File: src/rtl/qeip_axi_burst_initiator_pkg.sv
// Shared types and constants for the single-burst AXI initiator.
// The state encoding, AXI field encodings and the size/response helpers live here.
package qeip_axi_burst_initiator_pkg;

    localparam int BW_AXI_ALEN  = 8;
    localparam int BW_AXI_BRESP = 2;

    localparam logic [1:0] AXI_BURST_INCR = 2'b01;

    localparam logic [1:0] AXI_RESP_OKAY   = 2'b00;
    localparam logic [1:0] AXI_RESP_EXOKAY = 2'b01;
    localparam logic [1:0] AXI_RESP_SLVERR = 2'b10;
    localparam logic [1:0] AXI_RESP_DECERR = 2'b11;

    typedef enum logic [2:0] {
        ST_IDLE = 3'd0,
        ST_AW   = 3'd1,
        ST_W    = 3'd2,
        ST_B    = 3'd3,
        ST_AR   = 3'd4,
        ST_R    = 3'd5
    } state_e;

    // AXI size field: log2 of bytes per beat.
    function automatic logic [2:0] axi_size(input int bw_data);
        return 3'($clog2(bw_data / 8));
    endfunction

    // Response severity follows the numeric encoding, so SLVERR/DECERR stick once seen.
    function automatic logic [1:0] worse_resp(input logic [1:0] a, input logic [1:0] b);
        return (a > b) ? a : b;
    endfunction

endpackage

File: src/rtl/qeip_axi_burst_initiator_beat_counter.sv
// Counts accepted data beats of the current burst and flags the beat whose index equals len.
module qeip_axi_burst_initiator_beat_counter #(
    parameter int BW_CNT = 8
) (
    input  logic              clk_i,
    input  logic              rstnn_i,
    input  logic              clear_i,
    input  logic              inc_i,
    input  logic [BW_CNT-1:0] len_i,
    output logic [BW_CNT-1:0] count_o,
    output logic              last_o
);

    logic [BW_CNT-1:0] count_q;

    always_ff @(posedge clk_i) begin
        if (!rstnn_i) begin
            count_q <= '0;
        end else if (clear_i) begin
            count_q <= '0;
        end else if (inc_i) begin
            count_q <= count_q + 1'b1;
        end
    end

    assign count_o = count_q;
    assign last_o  = (count_q == len_i);

endmodule

File: src/rtl/qeip_axi_burst_initiator.sv
// Turns one read/write command into a single INCR burst on an AXI master port, streams
// the data beats through valid/ready ports and pulses done with the worst response seen.
module qeip_axi_burst_initiator
    import qeip_axi_burst_initiator_pkg::*;
#(
    parameter int                    BW_ADDR    = 32,
    parameter int                    BW_DATA    = 32,
    parameter int                    BW_AXI_TID = 4,
    parameter logic [BW_AXI_TID-1:0] TID        = '0
) (
    input  logic                    clk_i,
    input  logic                    rstnn_i,
    // command port
    input  logic                    cmd_valid_i,
    output logic                    cmd_ready_o,
    input  logic                    cmd_write_i,
    input  logic [BW_ADDR-1:0]      cmd_addr_i,
    input  logic [BW_AXI_ALEN-1:0]  cmd_len_i,
    // write-data stream
    input  logic                    wr_valid_i,
    output logic                    wr_ready_o,
    input  logic [BW_DATA-1:0]      wr_data_i,
    // read-data stream
    output logic                    rd_valid_o,
    input  logic                    rd_ready_i,
    output logic [BW_DATA-1:0]      rd_data_o,
    output logic                    rd_last_o,
    // completion
    output logic                    done_valid_o,
    output logic [BW_AXI_BRESP-1:0] done_resp_o,
    // AXI write address
    output logic [BW_AXI_TID-1:0]   awid_o,
    output logic [BW_ADDR-1:0]      awaddr_o,
    output logic [BW_AXI_ALEN-1:0]  awlen_o,
    output logic [2:0]              awsize_o,
    output logic [1:0]              awburst_o,
    output logic                    awvalid_o,
    input  logic                    awready_i,
    // AXI write data
    output logic [BW_AXI_TID-1:0]   wid_o,
    output logic [BW_DATA-1:0]      wdata_o,
    output logic [BW_DATA/8-1:0]    wstrb_o,
    output logic                    wlast_o,
    output logic                    wvalid_o,
    input  logic                    wready_i,
    // AXI write response
    input  logic [BW_AXI_TID-1:0]   bid_i,
    input  logic [BW_AXI_BRESP-1:0] bresp_i,
    input  logic                    bvalid_i,
    output logic                    bready_o,
    // AXI read address
    output logic [BW_AXI_TID-1:0]   arid_o,
    output logic [BW_ADDR-1:0]      araddr_o,
    output logic [BW_AXI_ALEN-1:0]  arlen_o,
    output logic [2:0]              arsize_o,
    output logic [1:0]              arburst_o,
    output logic                    arvalid_o,
    input  logic                    arready_i,
    // AXI read data
    input  logic [BW_AXI_TID-1:0]   rid_i,
    input  logic [BW_DATA-1:0]      rdata_i,
    input  logic [BW_AXI_BRESP-1:0] rresp_i,
    input  logic                    rlast_i,
    input  logic                    rvalid_i,
    output logic                    rready_o,
    // debug
    output state_e                  state_o
);

    localparam int         ADDR_LSB = $clog2(BW_DATA / 8);
    localparam logic [2:0] AXI_SIZE = axi_size(BW_DATA);

    state_e                  state_q;
    logic [BW_ADDR-1:0]      addr_q;
    logic [BW_AXI_ALEN-1:0]  len_q;
    logic                    awvalid_q;
    logic                    arvalid_q;
    logic                    done_valid_q;
    logic [BW_AXI_BRESP-1:0] resp_q;

    logic                    in_w;
    logic                    in_r;
    logic                    w_fire;
    logic                    r_fire;
    logic                    cnt_clear;
    logic                    cnt_last;
    logic [BW_AXI_ALEN-1:0]  cnt_value;

    // IDs are constant and only one burst is outstanding, so returned IDs carry no information.
    logic unused_id;
    assign unused_id = ^{bid_i, rid_i, cnt_value};

    assign in_w      = (state_q == ST_W);
    assign in_r      = (state_q == ST_R);
    assign w_fire    = in_w & wr_valid_i & wready_i;
    assign r_fire    = in_r & rvalid_i & rd_ready_i;
    assign cnt_clear = ((state_q == ST_AW) & awready_i) | ((state_q == ST_AR) & arready_i);

    qeip_axi_burst_initiator_beat_counter #(
        .BW_CNT (BW_AXI_ALEN)
    ) u_beat_counter (
        .clk_i   (clk_i),
        .rstnn_i (rstnn_i),
        .clear_i (cnt_clear),
        .inc_i   (w_fire | r_fire),
        .len_i   (len_q),
        .count_o (cnt_value),
        .last_o  (cnt_last)
    );

    always_ff @(posedge clk_i) begin
        if (!rstnn_i) begin
            state_q      <= ST_IDLE;
            addr_q       <= '0;
            len_q        <= '0;
            awvalid_q    <= 1'b0;
            arvalid_q    <= 1'b0;
            done_valid_q <= 1'b0;
            resp_q       <= AXI_RESP_OKAY;
        end else begin
            done_valid_q <= 1'b0;
            case (state_q)
                ST_IDLE: begin
                    if (cmd_valid_i) begin
                        addr_q <= (cmd_addr_i >> ADDR_LSB) << ADDR_LSB;
                        len_q  <= cmd_len_i;
                        resp_q <= AXI_RESP_OKAY;
                        if (cmd_write_i) begin
                            state_q   <= ST_AW;
                            awvalid_q <= 1'b1;
                        end else begin
                            state_q   <= ST_AR;
                            arvalid_q <= 1'b1;
                        end
                    end
                end
                ST_AW: begin
                    if (awready_i) begin
                        awvalid_q <= 1'b0;
                        state_q   <= ST_W;
                    end
                end
                ST_W: begin
                    if (w_fire && cnt_last) begin
                        state_q <= ST_B;
                    end
                end
                ST_B: begin
                    if (bvalid_i) begin
                        resp_q       <= worse_resp(resp_q, bresp_i);
                        done_valid_q <= 1'b1;
                        state_q      <= ST_IDLE;
                    end
                end
                ST_AR: begin
                    if (arready_i) begin
                        arvalid_q <= 1'b0;
                        state_q   <= ST_R;
                    end
                end
                ST_R: begin
                    // A burst the slave cuts short is reported as at least SLVERR.
                    if (r_fire) begin
                        resp_q <= worse_resp(worse_resp(resp_q, rresp_i),
                                             (rlast_i && !cnt_last) ? AXI_RESP_SLVERR : AXI_RESP_OKAY);
                        if (rlast_i) begin
                            done_valid_q <= 1'b1;
                            state_q      <= ST_IDLE;
                        end
                    end
                end
                default: state_q <= ST_IDLE;
            endcase
        end
    end

    assign cmd_ready_o  = (state_q == ST_IDLE);
    assign done_valid_o = done_valid_q;
    assign done_resp_o  = resp_q;
    assign state_o      = state_q;

    assign awid_o    = TID;
    assign awaddr_o  = addr_q;
    assign awlen_o   = len_q;
    assign awsize_o  = AXI_SIZE;
    assign awburst_o = AXI_BURST_INCR;
    assign awvalid_o = awvalid_q;

    assign wid_o      = TID;
    assign wdata_o    = wr_data_i;
    assign wstrb_o    = '1;
    assign wlast_o    = in_w & cnt_last;
    assign wvalid_o   = in_w & wr_valid_i;
    assign wr_ready_o = in_w & wready_i;

    assign bready_o = (state_q == ST_B);

    assign arid_o    = TID;
    assign araddr_o  = addr_q;
    assign arlen_o   = len_q;
    assign arsize_o  = AXI_SIZE;
    assign arburst_o = AXI_BURST_INCR;
    assign arvalid_o = arvalid_q;

    assign rd_valid_o = in_r & rvalid_i;
    assign rready_o   = in_r & rd_ready_i;
    assign rd_data_o  = rdata_i;
    assign rd_last_o  = rlast_i;

endmodule

File: config.mk
export PLATFORM = sky130hd
export DESIGN_NAME = qeip_axi_burst_initiator
export DESIGN_NICKNAME = d
export VERILOG_FILES = /design/src/rtl/qeip_axi_burst_initiator_pkg.sv /design/src/rtl/qeip_axi_burst_initiator_beat_counter.sv /design/src/rtl/qeip_axi_burst_initiator.sv
export SDC_FILE = /design/constraint.sdc
export NUM_CORES = 1
export LEC_CHECK = 0
export ABC_CLOCK_PERIOD_IN_PS = 3400
export CORE_AREA = 2 2 122 124
export CTS_CLUSTER_DIAMETER = 50
export DETAILED_ROUTE_END_ITERATION = 12
export DIE_AREA = 0 0 124 126
export PLACE_DENSITY = 0.72
export SYNTH_ARGS = -nofsm -noshare
export SYNTH_HDL_FRONTEND = slang
export SYNTH_SLANG_ARGS = --single-unit
File: constraint.sdc
create_clock -name clk_i -period 3.4 [get_ports clk_i]
set_input_delay 0.68 -clock clk_i [delete_from_list [all_inputs] [get_ports clk_i]]
set_output_delay 0.68 -clock clk_i [all_outputs]
set_load 0.01 [all_outputs]
* Yosys cells after proc, flatten, opt, wreduce, memory -nomap -nowiden *
Cells that the tools add are included.

operators by class
  bitwise logic cells = 12
  div/mod/pow operators = 0
  multiplexer cells = 29
  multiply operators = 0
  $add $sub $neg = 1
  shift-type cells = 0
  magnitude comparators = 3
  reductions and logical operators = 13
  equality and inequality tests = 16

operator list
  kind                                                    number
  two-way mux 3 bit                                       8
  one-hot mux 3 bit (6 select lines)                      1
  two-way mux 2 bit                                       7
  inequality test 2 bit (second input constant)           7
  AND 1 bit                                               9
  two-way mux 1 bit                                       9
  adder 8 x 1 -> 8 bit (second input constant)            1
  equality test 8 bit                                     1
  AND reduction 4 bit                                     2
  AND reduction 7 bit                                     1
  equality test 3 x 2 -> 1 bit (second input constant)    2
  equality test 3 bit (second input constant)             2
  > comparator 2 bit                                      3
  inequality test 2 x 1 -> 1 bit (second input constant)  3
  one-hot mux 1 bit (2 select lines)                      3
  one-hot mux 2 bit (3 select lines)                      1
  AND reduction 5 bit                                     1
  nonzero test 2 bit                                      2
  equality test 3 x 1 -> 1 bit (second input constant)    1
  logical NOT 3 bit                                       1
  nonzero test 3 bit                                      1
  logical AND 1 bit                                       2
  OR 1 bit                                                2
  AND reduction 2 bit                                     1
  other kinds (3)                                         3

storage, ports and cells
  logic and storage cells = 82
  register bits = 54
  output and inout bits = 186
  memories kept = 0
  RAM bits = 0
  memory bits (read-only) = 0
  bits in latches = 0

* Logic depth before layout (Yosys ltp) *
  depth in word-level cells = 8
  depth in mapped cells = 8
  gate-level depth less buffers = 8

* Modules after synthesis *
Synthesis repeated with hierarchy kept, for this count alone.

unflattened totals
  cells, all modules = 453
  area, all modules = 3663.5 um^2

modules (own cells, without submodules)
  module                                 cells each  sequential area each (um^2)  area an instance (um^2)  instances
  qeip_axi_burst_initiator               403         920.9                        3229.3                   1
  qeip_axi_burst_initiator_beat_counter  50          160.2                        434.2                    1

* Worst setup path before layout *
No wires, ideal clock.

  kind = input -> register
  start point = input bresp_i[1]
  end point = register resp_q[0], in the netlist done_resp_o[0]
  stages on the path = 7
  required time = 3.305 ns
  arrival = 1.805 ns
  setup slack = 1.500 ns
  path buffers = 0
  cell sequence = inv_1 -> ha_1 -> nor2b_1 -> o21ai_0 -> a311oi_2 -> a21oi_1 -> a221oi_1

on the way
  word-level cells in the longest chain between the ends = 3

RTL lines
  what                             line                                RTL
  start: declaration               qeip_axi_burst_initiator.sv:48      input logic [BW_AXI_BRESP-1:0] bresp_i,
  > comparator 2 bit               qeip_axi_burst_initiator_pkg.sv:31  return (a > b) ? a : b;
  inequality test 2 bit (no line)  -
  AND reduction 5 bit (no line)    -
  end signal: assignment           qeip_axi_burst_initiator.sv:150     resp_q <= worse_resp(resp_q, bresp_i);
  end signal: assignment           qeip_axi_burst_initiator.sv:164     resp_q <= worse_resp(worse_resp(resp_q, rresp_i),
  end: declaration                 qeip_axi_burst_initiator.sv:79      logic [BW_AXI_BRESP-1:0] resp_q;

No other way between the ends.
A chain may end at the register's enable or synchronous reset.

* Final worst setup path *
  start point = register state_q[0], in the netlist state_o[0]
  end point = output bready_o

on the way
  word-level cells in the longest chain between the ends = 1

RTL lines
  what                          line                             RTL
  start: declaration            qeip_axi_burst_initiator.sv:73   state_e state_q;
  start signal: assignment      qeip_axi_burst_initiator.sv:113  state_q <= ST_IDLE;
  start signal: assignment      qeip_axi_burst_initiator.sv:129  state_q <= ST_AW;
  start signal: assignment      qeip_axi_burst_initiator.sv:132  state_q <= ST_AR;
  equality test 3 x 2 -> 1 bit  qeip_axi_burst_initiator.sv:196  assign bready_o = (state_q == ST_B);
  end: declaration              qeip_axi_burst_initiator.sv:50   output logic bready_o,

No other way between the ends.

==> results.cfg <==
[pwr]
p_seq_frac = 0.338
clkPwrFrac = 0.228
p_switching_uw = 953
combPwrFrac = 0.434
power_density_mw_per_mm2 = 594
power.internal_uw = 1680
total_power_uw = 2630
p_sw_frac = 0.362
ir_drop_mv = 0.190
p_leak_uw = 0.00170

[global_route]
grt_use_met3 = 0.0399
grt_overflow = 0
grt_pass1_vias = 2518
grt_use_total = 0.118
grt_pass1_wl_um = 13800
busiest_layer = met2
grtUsageMet1 = 0.136
grt_max_degree = 33
antenna_found_initial = 0
grt_use_met2 = 0.191

[drt]
drcViolationCount = 0
first_pass_iters = 4
vias_per_cell = 4.17
via_count = 2738
wl_um = 9430
wire_per_inst_um = 14.4
antenna_left = 0
first_iter_violations = 135

[setup_path]
worst-path-max-fanout = 20
r2r_start = state_o[0]
slowest_delay_ns = 0.75
r2r_end = done_resp_o[0]
critical-path-top-delay-family = flip-flops
path_class = register to output port
cpMaxStageDelayCell = dfxtp_1
crit_path_start_kind = register
path_buf_inv = 1
reg2reg_depth = 5
critPathRequiredTime_ns = 2.72
end_kind = output port
cp.arrival_ns = 2.02
ff2ff_setup_slack_ns = 1.30
crit_chain = and3_1 > clkdlybuf4s50_1

[cells_and_area]
fin_nets = 608
stdcell_count = 657
fill_cells = 1543
final_common_cell = clkdlybuf4s50_1
area_growth_pct = 25.4
final_cell_mix = clkdlybuf4s50_1, nand2_1, dfxtp_1
seqCellArea_mm2 = 0.00108
multi_input_area_mm2 = 0.00143
drive_gt1_frac = 0.0507
num_antenna_cells = 0

[floorplanning]
chipWidth_um = 124
coreArea_mm2 = 0.0143
dieArea_mm2 = 0.0156
placementRows = 44
io_pins = 314
initial_core_util = 0.247
fp.dieH_um = 126

[sta]
setup-violations-final = 0
max_slew_margin = 0.556
period_minus_slack_ns = 2.70
finalHoldViolations = 0
worst_pin_slew_ns = 0.665
fin_skew_ns = 0.00372
fin_setup_tns_ns = 0
fmax_mhz = 371
final_max_slew_viol_count = 0
finalCritPeriodShare = 0.794
rsz0062_at_grt = no

[hold_path]
hold_start = araddr_o[18]
hold_depth = 2
hp-class = register to register
worstHoldEndpoint = araddr_o[18]

[clock_network]
post_cts_resized = 0
clk_pin_slew_ns = 0.07
cts-htree-levels = 2
root_buffer = clkbuf_16
clockBufferDepth = 2
clock_latency_ns = 0.30
hold_buffers = 0
cts_buffers = 5
postCtsSetupBuffers = 0
cts_tree = done
cts.sinks = 54

[yosys]
postSynthCellCount = 439
synth_edf_count = 0
avgSynthCellArea_um2 = 8.04
syn-cell-area_mm2 = 0.00353
synth-seq-area-share = 0.306
synth-seq-cells = 54
yosys_warnings = 0
synth_cell_types = 44
synth_flop_cell = dfxtp_1
synth-async-reset-ratio = 0

[run_status]
status = complete, no violations

[placed_design]
dpl.hpwl_um = 7170
gp_congestion = 0.756
io_buffers = 145
placed_cells_incl_taps = 649

[job]
drv_cap = 0
[Yosys cell counts, drive strengths merged (2+ instances only)]
library cell | number | area, µm²
ha | 8 | 100
nor3 | 5 | 30.0
nand3b | 2 | 18.8
o22ai | 4 | 38.8
nor4 | 2 | 12.5
a31oi | 2 | 12.5
nor3b | 2 | 15.0
nor2 | 17 | 73.8
nand2b | 2 | 12.5
buf | 145 | 1070
and3 | 5 | 31.3
and2 | 3 | 18.8
a21oi | 17 | 85.1
conb | 2 | 7.51
nor2b | 3 | 18.8
o31ai | 2 | 15.0
inv | 8 | 30.0
nand2 | 87 | 327
a21boi | 27 | 203
xor2 | 14 | 123
mux2i | 2 | 20.0
o21ai | 2 | 10.0
clkbuf | 7 | 26.3
nand4 | 4 | 25.0
or3 | 2 | 12.5
dfxtp | 54 | 1080
[flip-flops by register name, indices dropped and copies added (netlist names)]
signal,count
arvalid_o,1
done_valid_o,1
state_o,3
done_resp_o,2
araddr_o,30
u_beat_counter.count_o,8
arlen_o,8
awvalid_o,1
[tightest hold or removal path, stage by stage (launching register included)]
cell	delay (ns)
dfxtp_1	0.32
nand2_1	0.05
a21boi_0	0.06
[metal layers]
metal,vias up,part of all wire
met4,0,0.041
met5,-,0
met1,1226,0.39
li1,1326,-
met2,148,0.46
met3,38,0.10
[area by class of cell]
type,instances,share of cell area
Clock inverter,3,0.00989
Tap cell,184,0.0520
Clock buffer,5,0.0283
Multi-Input combinational cell,253,0.322
Timing Repair Buffer,150,0.336
Sequential cell,54,0.244
Inverter,8,0.00678
[power by group through the flow]
stage / registers, µW / logic, µW / clock network, µW
floorplan: 896 / 769 / 0
global placement: 903 / 1150 / 0
detailed placement: 907 / 1160 / 0
CTS: 893 / 1160 / 644
global route: 917 / 1250 / 660
finish: 888 / 1140 / 601
[worst max path at each step]
stage	cells past startpoint	endpoint	start	slack (ns)
floorplan	7	done_resp_o[0]	bresp_i[1]	1.50
global placement	3	rd_valid_o	rvalid_i	0.89
detailed placement	8	done_resp_o[0]	bresp_i[1]	0.88
CTS	5	wlast_o	arlen_o[6]	0.67
global route	2	bready_o	state_o[0]	0.52
finish	2	bready_o	state_o[0]	0.70
[through the flow]
step / setup slack [ns] / hold WS (ns) / util / cell area, µm²
after CTS: 0.668 / 0.480 / 0.309 / 4430
after detailed placement: 0.881 / 0.466 / 0.297 / 4260
final: 0.702 / 0.478 / 0.309 / 4430
after floorplan: 1.50 / 0.493 / - / 3630
after global placement: 0.890 / 0.463 / 0.297 / 4260
after global routing: 0.521 / 0.497 / 0.309 / 4430
[cell families (layout without fill, tap and decap cells)]
logic type	count (synthesis)	after routing	share of synthesized area
compound gates	62	62	0.127
mux	2	2	0.00567
xor+xnor	15	15	0.0372
buf+inv	160	166	0.319
flops	54	54	0.306
other cells	2	30	0.00213
simple gates	136	136	0.174
fa+ha+maj	8	8	0.0284
Note: power is estimated with default switching activity, not from simulation.
